$ cat config.mk
export PLATFORM = sky130hd
export DESIGN_NAME = rvm_fu_sequencer
export DESIGN_NICKNAME = d
export VERILOG_FILES = /design/src/rtl/rvm_fu_sequencer.sv
export SDC_FILE = /design/constraint.sdc
export NUM_CORES = 1
export LEC_CHECK = 0
export ABC_AREA = 1
export ABC_CLOCK_PERIOD_IN_PS = 1450
export CAP_MARGIN = 20
export CORE_AREA = 2 2 166 119
export CTS_CLUSTER_SIZE = 30
export DETAILED_ROUTE_END_ITERATION = 12
export DIE_AREA = 0 0 168 121
export PLACE_DENSITY = 0.65
export SLEW_MARGIN = 40
export SYNTH_ARGS = -nofsm -noshare
export SYNTH_HDL_FRONTEND = slang
export SYNTH_SLANG_ARGS = --single-unit
export TNS_END_PERCENT = 1
$ cat constraint.sdc
create_clock -name clk -period 1.45 [get_ports clk]
set_input_delay 0.29 -clock clk [delete_from_list [all_inputs] [get_ports clk]]
set_output_delay 0.29 -clock clk [all_outputs]
set_load 0.05 [all_outputs]
$ cat src/rtl/rvm_fu_sequencer.sv
// Execute-stage sequencer: issues one decoded operation to one of NUM_FU units,
// waits for its valid (bounded by a watchdog) and writes the result to rd or PC.
module rvm_fu_sequencer #(
  parameter int XLEN    = 32,
  parameter int NUM_FU  = 3,
  parameter int FUSEL_W = 2,
  parameter int OPW     = 2,
  parameter int TIMEOUT = 16
) (
  input  logic                       clk,
  input  logic                       resetn,
  input  logic                       i_valid,
  output logic                       i_ready,
  input  logic [FUSEL_W-1:0]         i_fu,
  input  logic [OPW-1:0]             i_op,
  input  logic [XLEN-1:0]            i_lhs,
  input  logic [XLEN-1:0]            i_rhs,
  input  logic [4:0]                 i_rd,
  input  logic                       i_pc_upd,
  output logic [NUM_FU-1:0]          fu_req,
  output logic [XLEN-1:0]            fu_lhs,
  output logic [XLEN-1:0]            fu_rhs,
  output logic [OPW-1:0]             fu_op,
  input  logic [NUM_FU-1:0]          fu_valid,
  input  logic [NUM_FU*(XLEN+1)-1:0] fu_result,
  output logic                       d_rd_wen,
  output logic [4:0]                 d_rd_addr,
  output logic [XLEN-1:0]            d_rd_wdata,
  output logic                       d_pc_wen,
  output logic [XLEN-1:0]            d_pc_wdata,
  output logic                       o_done,
  output logic                       o_error,
  output logic                       o_carry
);

  localparam int                   CNT_W    = $clog2(TIMEOUT);
  localparam logic [CNT_W-1:0]     CNT_LAST = CNT_W'(TIMEOUT - 1);
  localparam logic [FUSEL_W:0]     FU_LIMIT = (FUSEL_W + 1)'(NUM_FU);

  typedef enum logic [1:0] {IDLE, EXEC, WB, ERR} state_t;

  state_t              state;
  logic [FUSEL_W-1:0]  sel_q;
  logic [OPW-1:0]      op_q;
  logic [XLEN-1:0]     lhs_q;
  logic [XLEN-1:0]     rhs_q;
  logic [4:0]          rd_q;
  logic                pc_upd_q;
  logic [CNT_W-1:0]    cnt;

  logic [NUM_FU-1:0]   issue_req;
  logic                sel_vld;
  logic [XLEN:0]       sel_res;

  // Decode the incoming selector and mux the latched unit's valid/result;
  // other units' outputs never reach the state machine.
  always_comb begin
    issue_req = '0;
    sel_vld   = 1'b0;
    sel_res   = '0;
    for (int k = 0; k < NUM_FU; k++) begin
      if (i_fu == FUSEL_W'(k)) issue_req[k] = 1'b1;
      if (sel_q == FUSEL_W'(k)) begin
        sel_vld = fu_valid[k];
        sel_res = fu_result[k*(XLEN+1) +: XLEN+1];
      end
    end
  end

  assign fu_lhs = lhs_q;
  assign fu_rhs = rhs_q;
  assign fu_op  = op_q;

  always_ff @(posedge clk) begin
    if (!resetn) begin
      state      <= IDLE;
      i_ready    <= 1'b1;
      fu_req     <= '0;
      d_rd_wen   <= 1'b0;
      d_rd_addr  <= '0;
      d_rd_wdata <= '0;
      d_pc_wen   <= 1'b0;
      d_pc_wdata <= '0;
      o_done     <= 1'b0;
      o_error    <= 1'b0;
      o_carry    <= 1'b0;
      sel_q      <= '0;
      op_q       <= '0;
      lhs_q      <= '0;
      rhs_q      <= '0;
      rd_q       <= '0;
      pc_upd_q   <= 1'b0;
      cnt        <= '0;
    end else begin
      // Write-back and completion strobes are single-cycle by default.
      d_rd_wen   <= 1'b0;
      d_rd_addr  <= '0;
      d_rd_wdata <= '0;
      d_pc_wen   <= 1'b0;
      d_pc_wdata <= '0;
      o_done     <= 1'b0;
      o_error    <= 1'b0;
      unique case (state)
        IDLE: begin
          if (i_valid) begin
            sel_q    <= i_fu;
            op_q     <= i_op;
            lhs_q    <= i_lhs;
            rhs_q    <= i_rhs;
            rd_q     <= i_rd;
            pc_upd_q <= i_pc_upd;
            i_ready  <= 1'b0;
            if ({1'b0, i_fu} >= FU_LIMIT) begin
              state   <= ERR;
              o_done  <= 1'b1;
              o_error <= 1'b1;
            end else begin
              state  <= EXEC;
              cnt    <= '0;
              fu_req <= issue_req;
            end
          end
        end
        EXEC: begin
          if (sel_vld) begin
            state   <= WB;
            fu_req  <= '0;
            o_done  <= 1'b1;
            o_carry <= sel_res[XLEN];
            if (pc_upd_q) begin
              d_pc_wen   <= 1'b1;
              d_pc_wdata <= sel_res[XLEN-1:0];
            end else if (rd_q != 5'd0) begin
              d_rd_wen   <= 1'b1;
              d_rd_addr  <= rd_q;
              d_rd_wdata <= sel_res[XLEN-1:0];
            end
          end else if (cnt == CNT_LAST) begin
            state   <= ERR;
            fu_req  <= '0;
            o_done  <= 1'b1;
            o_error <= 1'b1;
          end else begin
            cnt <= cnt + 1'b1;
          end
        end
        WB, ERR: begin
          state   <= IDLE;
          i_ready <= 1'b1;
        end
        default: begin
          state   <= IDLE;
          i_ready <= 1'b1;
        end
      endcase
    end
  end

endmodule

Yosys cells after proc, flatten, opt, wreduce, memory -nomap -nowiden
Index checks and enable logic that the tools add are counted. Widths: inputs -> output; s select.

Register bits after elaboration: 158. Memories kept: 0. Latch bits: 0. Memory bits (writable): 0. Input port bits: 179. Word-level logic and storage cells: 89. Bits in read-only memories: 0.

Bitwise operators: 4. Equality and inequality tests: 13. Shift-type cells: 0. Reductions and logical operators: 17. Magnitude comparators: 1. Add/subtract/negate cells: 1. Multiply operators: 0. Mux-type cells: 35. Div/mod/pow operators: 0.

Operator list (count): $mux 33 (3); $mux 4 (4); $mux 1 (14); $mux 3 (4); $eq 2x2->1 const B (4); $mux 2 (4); $ne 2x2->1 const B (4); $pmux 4 s2 (1); $reduce_and 2->1 (4); $reduce_and 4->1 (2); $eq 2x1->1 const B (3); $logic_not 2->1 (3); $pmux 1 s2 (3); $pmux 2 s3 (1); $pmux 3 s2 (1); $reduce_and 5->1 (1); $reduce_bool 5->1 (1); $reduce_or 5->1 (1); $add 4x1->4 const B (1); $eq 4x4->1 const B (1); $not 1->1 (4); $reduce_bool 2->1 (2); $reduce_or 4->1 (1); $ne 3x3->1 const B (1); other kinds (3) (3).

Logic depth before layout (Yosys ltp)
Depth after elaboration: 6. Gate-level depth with buffers: 9.

Worst setup path after synthesis
OpenSTA, ideal clock, no wires.

Path kind: register -> register. From: reg sel_q[0]. To: reg d_rd_wdata[12]. Cell stages (with the launch flop): 10. Setup slack: 0.100 ns. Path buffers: 2. Data arrival time: 1.287 ns. Clock period less this slack: 1.350 ns. Cells stage by stage: dfxtp_1 > nor2_4 > nand2_1 > nand3_2 > nand2_2 > nor2_2 > nand3_2 > buf_6 > buf_6 > nor2_2.

Cells in the longest elaborated chain, start to end: 6. Elaborated cells between the ends (all ways): 11.

Ends and longest elaborated chain: start, declared (line 43) `logic [FUSEL_W-1:0] sel_q;`; start signal, assigned (line 106) `sel_q <= i_fu;`; $logic_not 2->1 (line 63) `if (sel_q == FUSEL_W'(k)) begin`; $mux 1 (3 in a row) (line 63); $not 1->1 (no source line); $reduce_or 5->1 (no source line); end signal, assigned (line 136) `d_rd_wdata <= sel_res[XLEN-1:0];`; end, declared (line 28) `output logic [XLEN-1:0] d_rd_wdata,`.

Several ways; a longest one is shown, not always the timed one. A chain may end at the register's enable or synchronous reset.

Worst setup path in the final report
From: reg sel_q[0]. To: reg d_pc_wdata[18].

Cells in the longest elaborated chain, start to end: 5. Elaborated cells between the ends (all ways): 10.

Ends and longest elaborated chain: $logic_not 2->1 (line 63); $mux 1 (3 in a row) (line 63); $reduce_and 4->1 (no source line); end signal, assigned (line 132) `d_pc_wdata <= sel_res[XLEN-1:0];`; end, declared (line 30) `output logic [XLEN-1:0] d_pc_wdata,`.

Several ways; a longest one is shown, not always the timed one.

==> flow_metrics.py <==
metrics = {
    "synth": {
        "synth-async-reset-ratio_pct": 0,
        "syn_avg_cell_area_um2": 8.14,
        "synth_area_leaders": "dfxtp_1 (57%), nor2_1 (16%), o21ai_0 (7.0%), a221oi_1 (5.1%), inv_1 (3.6%)",
        "synth_enable_flop_cells": 0,
        "syn_inst": 679,
        "yosysTopAreaCell": "dfxtp_1",
        "synth.area.mux_share_pct": 0,
        "ys_ff_latch": 158,
        "synth_adder_area_share_pct": 0.226,
        "synth_top_family_by_area": "simple AND/OR/NAND/NOR gates",
        "yosysUniqueCellTypes": 24,
        "syn-cell-area_um2": 5530,
        "yosys.area_share.simple_pct": 21.4,
        "synth_compound_area_share_pct": 14.0,
        "synth_xor_area_share_pct": 0,
        "synth-warning-count": 0,
        "synth_fp_nets": 859,
        "synth_top_area_share_pct": 57.2,
        "yosysMostFrequentCell": "nor2_1",
        "synth_common_cells": "nor2_1 (238), dfxtp_1 (158), o21ai_0 (77), inv_1 (53), a221oi_1 (32)",
        "yosys_most_used_dff": "dfxtp_1",
        "yosysSeqAreaShare_pct": 57.2,
    },
    "sta": {
        "hold_viol": 0,
        "setup_violations": 0,
        "min_period_over_period_pct": 98.5,
        "worst_pin_slew_ns": 0.456,
        "slew-limit-headroom_pct": 69.6,
        "setup_ws_ns": 0.0210,
        "setup_tns_ns": 0,
        "rsz0062_at_grt": "true",
        "report.final.slew_viol_count": 0,
        "clock.fmax_mhz": 700,
        "skew_ns": 0.00984,
        "period_minus_slack_ns": 1.43,
    },
    "drt": {
        "drtIter0Drc": 209,
        "num_vias": 5652,
        "wl_per_cell_um": 15.3,
        "route.detailed.drc": 0,
        "drt-pass1-iter-count": 5,
        "vias_per_cell": 4.44,
        "wirelength_mm": 19.4,
        "ant_nets": 0,
    },
    "die": {
        "chipHeight_um": 121,
        "core_area_um2": 18700,
        "rows": 42,
        "die_area_um2": 20300,
        "ios": 323,
        "initial_utilization_pct": 29.6,
        "die_w_um": 168,
    },
    "grt": {
        "grt_pass1_vias": 5486,
        "antenna_found_initial": 0,
        "grt_max_degree": 45,
        "grt-ovfl-total": 0,
        "grt_use_total_pct": 18.8,
        "grt_pass1_wl_mm": 29.5,
    },
    "worst_setup_path": {
        "crit_chain": "buf_4 -> nor2_4 -> buf_12 -> a221oi_1 -> buf_4 -> nor2_1",
        "crit_path_frequent_cell": "buf_4",
        "start_kind": "flip-flop",
        "cpMaxStageDelayCell": "dfxtp_4",
        "required_ns": 1.75,
        "arrival_ns": 1.73,
        "crit_type": "reg2reg",
        "endpoint_kind": "flip-flop",
        "path_max_fanout": 25,
        "critPathMaxStageDelay_ns": 0.41,
    },
    "clock_tree": {
        "cts_tree": "yes",
        "clock_sinks": 158,
        "clk_latency_ns": 0.42,
        "cts_buffers": 17,
        "clk_pin_slew_ns": 0.06,
        "root_buffer": "clkbuf_16",
        "clockBufferDepth": 2,
        "h-tree-depth": 4,
        "cts-hold-fix-buffers": 0,
        "postCtsSetupBuffers": 0,
    },
    "hold_path": {
        "hold_class": "in2reg",
    },
    "place": {
        "portBuffers": 322,
        "placed_cells": 1241,
        "dp_slack_ns": -0.248,
        "place_hpwl_mm": 14.5,
        "place_congestion": 0.759,
    },
    "pwr": {
        "ir_worst_vdd_mv": 0.702,
        "p_sw_w": 0.00394,
        "switching_share_pct": 30.3,
        "pwr_density_cell_nw_per_um2": 1130,
        "internal-power_w": 0.00904,
        "clkPwrFrac_pct": 34.8,
        "power.share.sequential_pct": 37.5,
        "p_leak_nw": 4.75,
        "p_comb_share_pct": 27.7,
    },
    "final_layout": {
        "drive_above_1_share_pct": 25.6,
        "final-instance-count-excl-fill": 1274,
        "fin_util_pct": 61.6,
        "area_growth_pct": 108,
        "antenna_cells": 0,
        "fillers": 1577,
        "final_nets": 1199,
    },
    "run_status": {
        "status": "finished, final reports clean",
    },
    "flow_run": {
        "drv_cap": 0,
    },
}
## metal layers
metal	up-vias	global-route usage, %	routed length [µm]
li1	2875	-	-
met1	2587	23.0	8580
met2	174	31.3	9250
met3	16	6.29	1390
met4	0	6.14	225
met5	-	0	0
## what timing repair did
action | in CTS | in global routing
endpoints found under the setup margin | 77 | 78
resized for setup | 10 | 28
cloned | 1 | 0
pin swaps | 0 | 1
## path summary, 6_finish.rpt
path | start | end | slack (ns) | cells past startpoint
max reg2reg | sel_q[0] | d_pc_wdata[18] | 0.02 | 6
max | sel_q[0] | d_pc_wdata[18] | 0.02 | 6
min reg2reg | rd_q[2] | d_rd_addr[2] | 0.47 | 2
min | resetn | cnt[3] | 0.29 | 3
## power by group through the flow
stage	combinational (W)	sequential, W	clock (W)
after detailed placement	0.00349	0.00496	0
after global placement	0.00347	0.00495	0
after global routing	0.00381	0.00490	0.00482
after CTS	0.00355	0.00487	0.00463
after floorplan	0.000802	0.00564	0
final	0.00360	0.00487	0.00451
## critical path: cells and delay by family (launching register included)
kind	cells	cell delay, ns
AOI/OAI and AO/OA	1	0.33
and+or+nand+nor	2	0.08
DFF	1	0.41
buffers and inverters	3	0.48
## layout make-up
type / instances / area (µm²) / share of cell area [%]
sequential: 158 / 3170 / 27.6
clock inverter: 13 / 153 / 1.33
multi-input combinational: 426 / 2130 / 18.6
tap: 242 / 303 / 2.64
inverter: 54 / 205 / 1.79
timing repair buffer: 362 / 5080 / 44.2
clock buffer: 19 / 443 / 3.86
## logic make-up after synthesis
logic type	count (synthesis)
AOI/OAI and AO/OA	130
adders and majority gates	1
buffers and inverters	95
DFF	158
and+or+nand+nor	295
## cell usage in the layout, fill, tap and decap left out, types with 4 or more instances in the layout
cell type        instances
clkbuf_16               17
nor2_1                 234
a21oi_1                 17
buf_4                   31
nand2_2                  4
inv_1                   51
clkdlybuf4s50_1        177
nand3_1                 10
inv_6                    5
dfxtp_1                156
nand3_2                  4
buf_12                 152
nand2_1                 20
a221oi_1                14
o21ai_0                 76
nor2_2                  13
a221oi_2                18
## state kept, by name (all words and copies together), names as in the netlist
signal      flops
state           2
o_error         1
rd_q            5
o_done          1
d_pc_wen        1
d_rd_wdata     32
pc_upd_q        1
sel_q           2
cnt             4
fu_rhs         32
d_rd_addr       5
fu_req          3
fu_lhs         32
i_ready         1
fu_op           2
o_carry         1
d_rd_wen        1
d_pc_wdata     32
## metrics by stage
stage / area [µm²] / total power, W / hold WS (ns)
2_1_floorplan: 5530 / 0.00644 / 0.430
3_3_place_gp: 10700 / 0.00842 / 0.443
3_5_place_dp: 10700 / 0.00845 / 0.455
4_1_cts: 11400 / 0.0131 / 0.268
5_1_grt: 11500 / 0.0135 / 0.324
6_report: 11500 / 0.0130 / 0.293
(Power assumes the default switching activity.)
==> edit, RTL diff (same flow settings) <==
Reset style: asynchronous (`resetn`), changed in one clocked block.
--- a/src/rtl/rvm_fu_sequencer.sv
+++ b/src/rtl/rvm_fu_sequencer.sv
@@ -71,7 +71,7 @@
   assign fu_rhs = rhs_q;
   assign fu_op  = op_q;
 
-  always_ff @(posedge clk) begin
+  always_ff @(posedge clk or negedge resetn) begin
     if (!resetn) begin
       state      <= IDLE;
       i_ready    <= 1'b1;
Check against the original RTL: differs if resetn is asserted again (counterexample within 4 cycles, from zero or initial values and one cycle with resetn low); with resetn held inactive, the same outputs for 4 cycles.
==> edit against the original RTL <==
  * Fmax increased by 2.0%
  * Die area is the same
  * Routed wire length is 4.8% higher
  * Global-route usage grew 1.5 points
  * Synthesized cell count is 0.44% lower
  * Synthesized area up 12%
  * Setup slack gained 0.028 ns
  * Sequential cell count is the same
  * Sequential share of layout area up 5.0 points
  * Clock skew grew 0.0011 ns
  * Design area rose by 5.8%
  * Highest routed layer unchanged
Power is not compared: it rests on default switching activity, and its combinational part moved more than twofold at a synthesized area within 25%.
==> edit: results (changes against the original RTL) <==
Synthesis
  • Register area share after synthesis: 63.6% (+6.4 points)
  • Primary FF master, synth: dfrtp_1
  • Asr flop ratio synth: 100% (+100 points)
  • Synth area leaders: dfrtp_1 63%, nand2_1 19%, nor2_1 4.1%, o221ai_1 2.1%, a21oi_1 1.4%
  • Mean Syn Cell Area: 9.20 um2 (+13%)
  • Synth top cells by count: 315 x nand2_1, 157 x dfrtp_1, 68 x nor2_1
  • Ys Warns: 0 (unchanged)
  • Syn nets: 856 (-0.35%)
  • Yosys cell types: 26 (+8.3%)

Drt
  • Final wirelength: 20.4 mm (+4.8%)
  • Routed Antenna Nets: 0 (unchanged)
  • DR iter-0 viols: 342 (+64%)
  • Via Count: 5768 (+2.1%)
  • Residual DRC count: 0 (unchanged)
  • DRT Pass-1 Iters: 4 (-1)
  • Vias per std cell: 4.52 (+1.8%)

Cells and area
  • Layout Nets: 1202 (+0.25%)
  • Antenna fix cells: 0 (unchanged)
  • Share of cells above drive strength 1: 24.6% (-0.94 points)
  • Fill cell count: 1442 (-8.6%)

Worst setup path
  • Crit path max fanout: 2 (-92%)
  • Critical path arrival: 1.11 ns (-0.62 ns)
  • Slowest cell on crit path: dfstp_2
  • Delay-heaviest family, CP: flip-flops
  • Worst path max stage delay: 0.55 ns (+0.14 ns)

Clock tree
  • Total CTS buffers: 17 (unchanged)
  • CTS Root Cell: clkbuf_16
  • Worst-Skew Late Latency: 0.42 ns (about the same)
  • H-tree depth: 4 (unchanged)
  • Clk slew on worst S/H paths: 0.07 ns
  • Maximum buffer depth of the clock tree: 2 (unchanged)

Global routing
  • Largest net degree at the start of global routing: 58 (+29%)
  • Initial antenna violation count: 0 (unchanged)
  • GRT Overall Usage: 20.3% (+1.5 points)
  • Vias in the first global route: 5975 (+8.9%)
  • First-pass GRT wire length: 31.7 mm (+7.3%)

Worst hold path
  • Min-delay worst type: in2async

STA
  • Clock Skews: 0.0110 ns (+0.00111 ns)
  • Worst-margin pin slew: 0.346 ns (-0.110 ns)

Pwr
  • Peak VDD IR: 0.00150 V
  • Leakage: 0.00581 uW

Placed design
  • Hpwl dp: 15.7 mm (+8.0%)
  • PortBufs: 322 (unchanged)
  • GP Congestion: 0.827 (+9.0%)
  • DP Worst Slack: -0.189 ns (+0.0593 ns)

Outcome
  • Status: finished, final reports clean
## edit: changes by cell type after synthesis, sizes merged, moves of 5 or more
cell,before,now
a221oi,32,0
buf,15,26
clkbuf,26,5
dfrtp,0,157
dfxtp,158,0
inv,54,24
nand2,25,316
nand3,14,9
nor2,250,81
o21ai,77,11
o221ai,0,15
## edit: worst paths after layout
check,cells past startpoint,to,slack (ns),start
worst min register to register,2,cnt[3],0.50,cnt[3]
min in group clk,3,fu_rhs[15],0.40,i_rhs[15]
worst max register to register,8,d_pc_wdata[12],0.06,sel_q[0]
max in group asynchronous,3,d_pc_wdata[29],0.59,resetn
worst min-delay path,2,d_rd_wdata[3],0.28,resetn
worst max-delay path,1,i_ready,0.05,i_ready
## edit: per-layer routing
metal / wire length [um] / share of wire, % / global-route usage [%] / up-vias
met3: 1540 / 7.5 / 6.69 / 36
met2: 9960 / 49 / 34.2 / 206
met1: 8330 / 41 / 24.2 / 2725
met4: 548 / 2.7 / 8.21 / 0
met5: 0 / 0 / 0 / -
li1: - / - / - / 2801
## edit: kinds of logic after synthesis
family	after synthesis	synth area share [%]
AO/OA/AOI/OAI	46	4.71
XOR/XNOR	1	0.141
adder cells (fa/ha/maj)	1	0.201
buffers and inverters	55	4.71
flip-flops	158	63.6
AND/OR/NAND/NOR	415	26.6
## edit: through the flow
step	util, %	instance area, um2
global placement	61.3	11400
global route	65.1	12200
detailed placement	61.3	11400
finish	65.1	12200
floorplan	-	6220
CTS	64.7	12100
## edit: power by group
group / internal, uW / switching (uW) / leakage [uW]
Combinational: 7100 / 8750 / 0.00345
Clock: 2800 / 1880 / 0.000295
Sequential: 5880 / 1420 / 0.00207
Total: 15800 / 12000 / 0.00581
## edit: cell type report
class / count / share of cell area, %
well taps: 242 / 2.49
clock inverters: 13 / 1.47
repair buffers: 358 / 42.1
flip-flops and latches: 158 / 32.6
inverters: 24 / 0.803
multi-input cells: 463 / 16.9
clock buffers: 19 / 3.65
## edit: what timing repair did
| action | 4_1_cts | 5_1_grt |
|---|---|---|
| endpoints found under the hold margin | 132 | 0 |
| pin swaps | 0 | 1 |
| hold buffers | 1 | 0 |
| resized for setup | 3 | 20 |
| endpoints found under the setup margin | 7 | 70 |
| setup buffers | 0 | 0 |
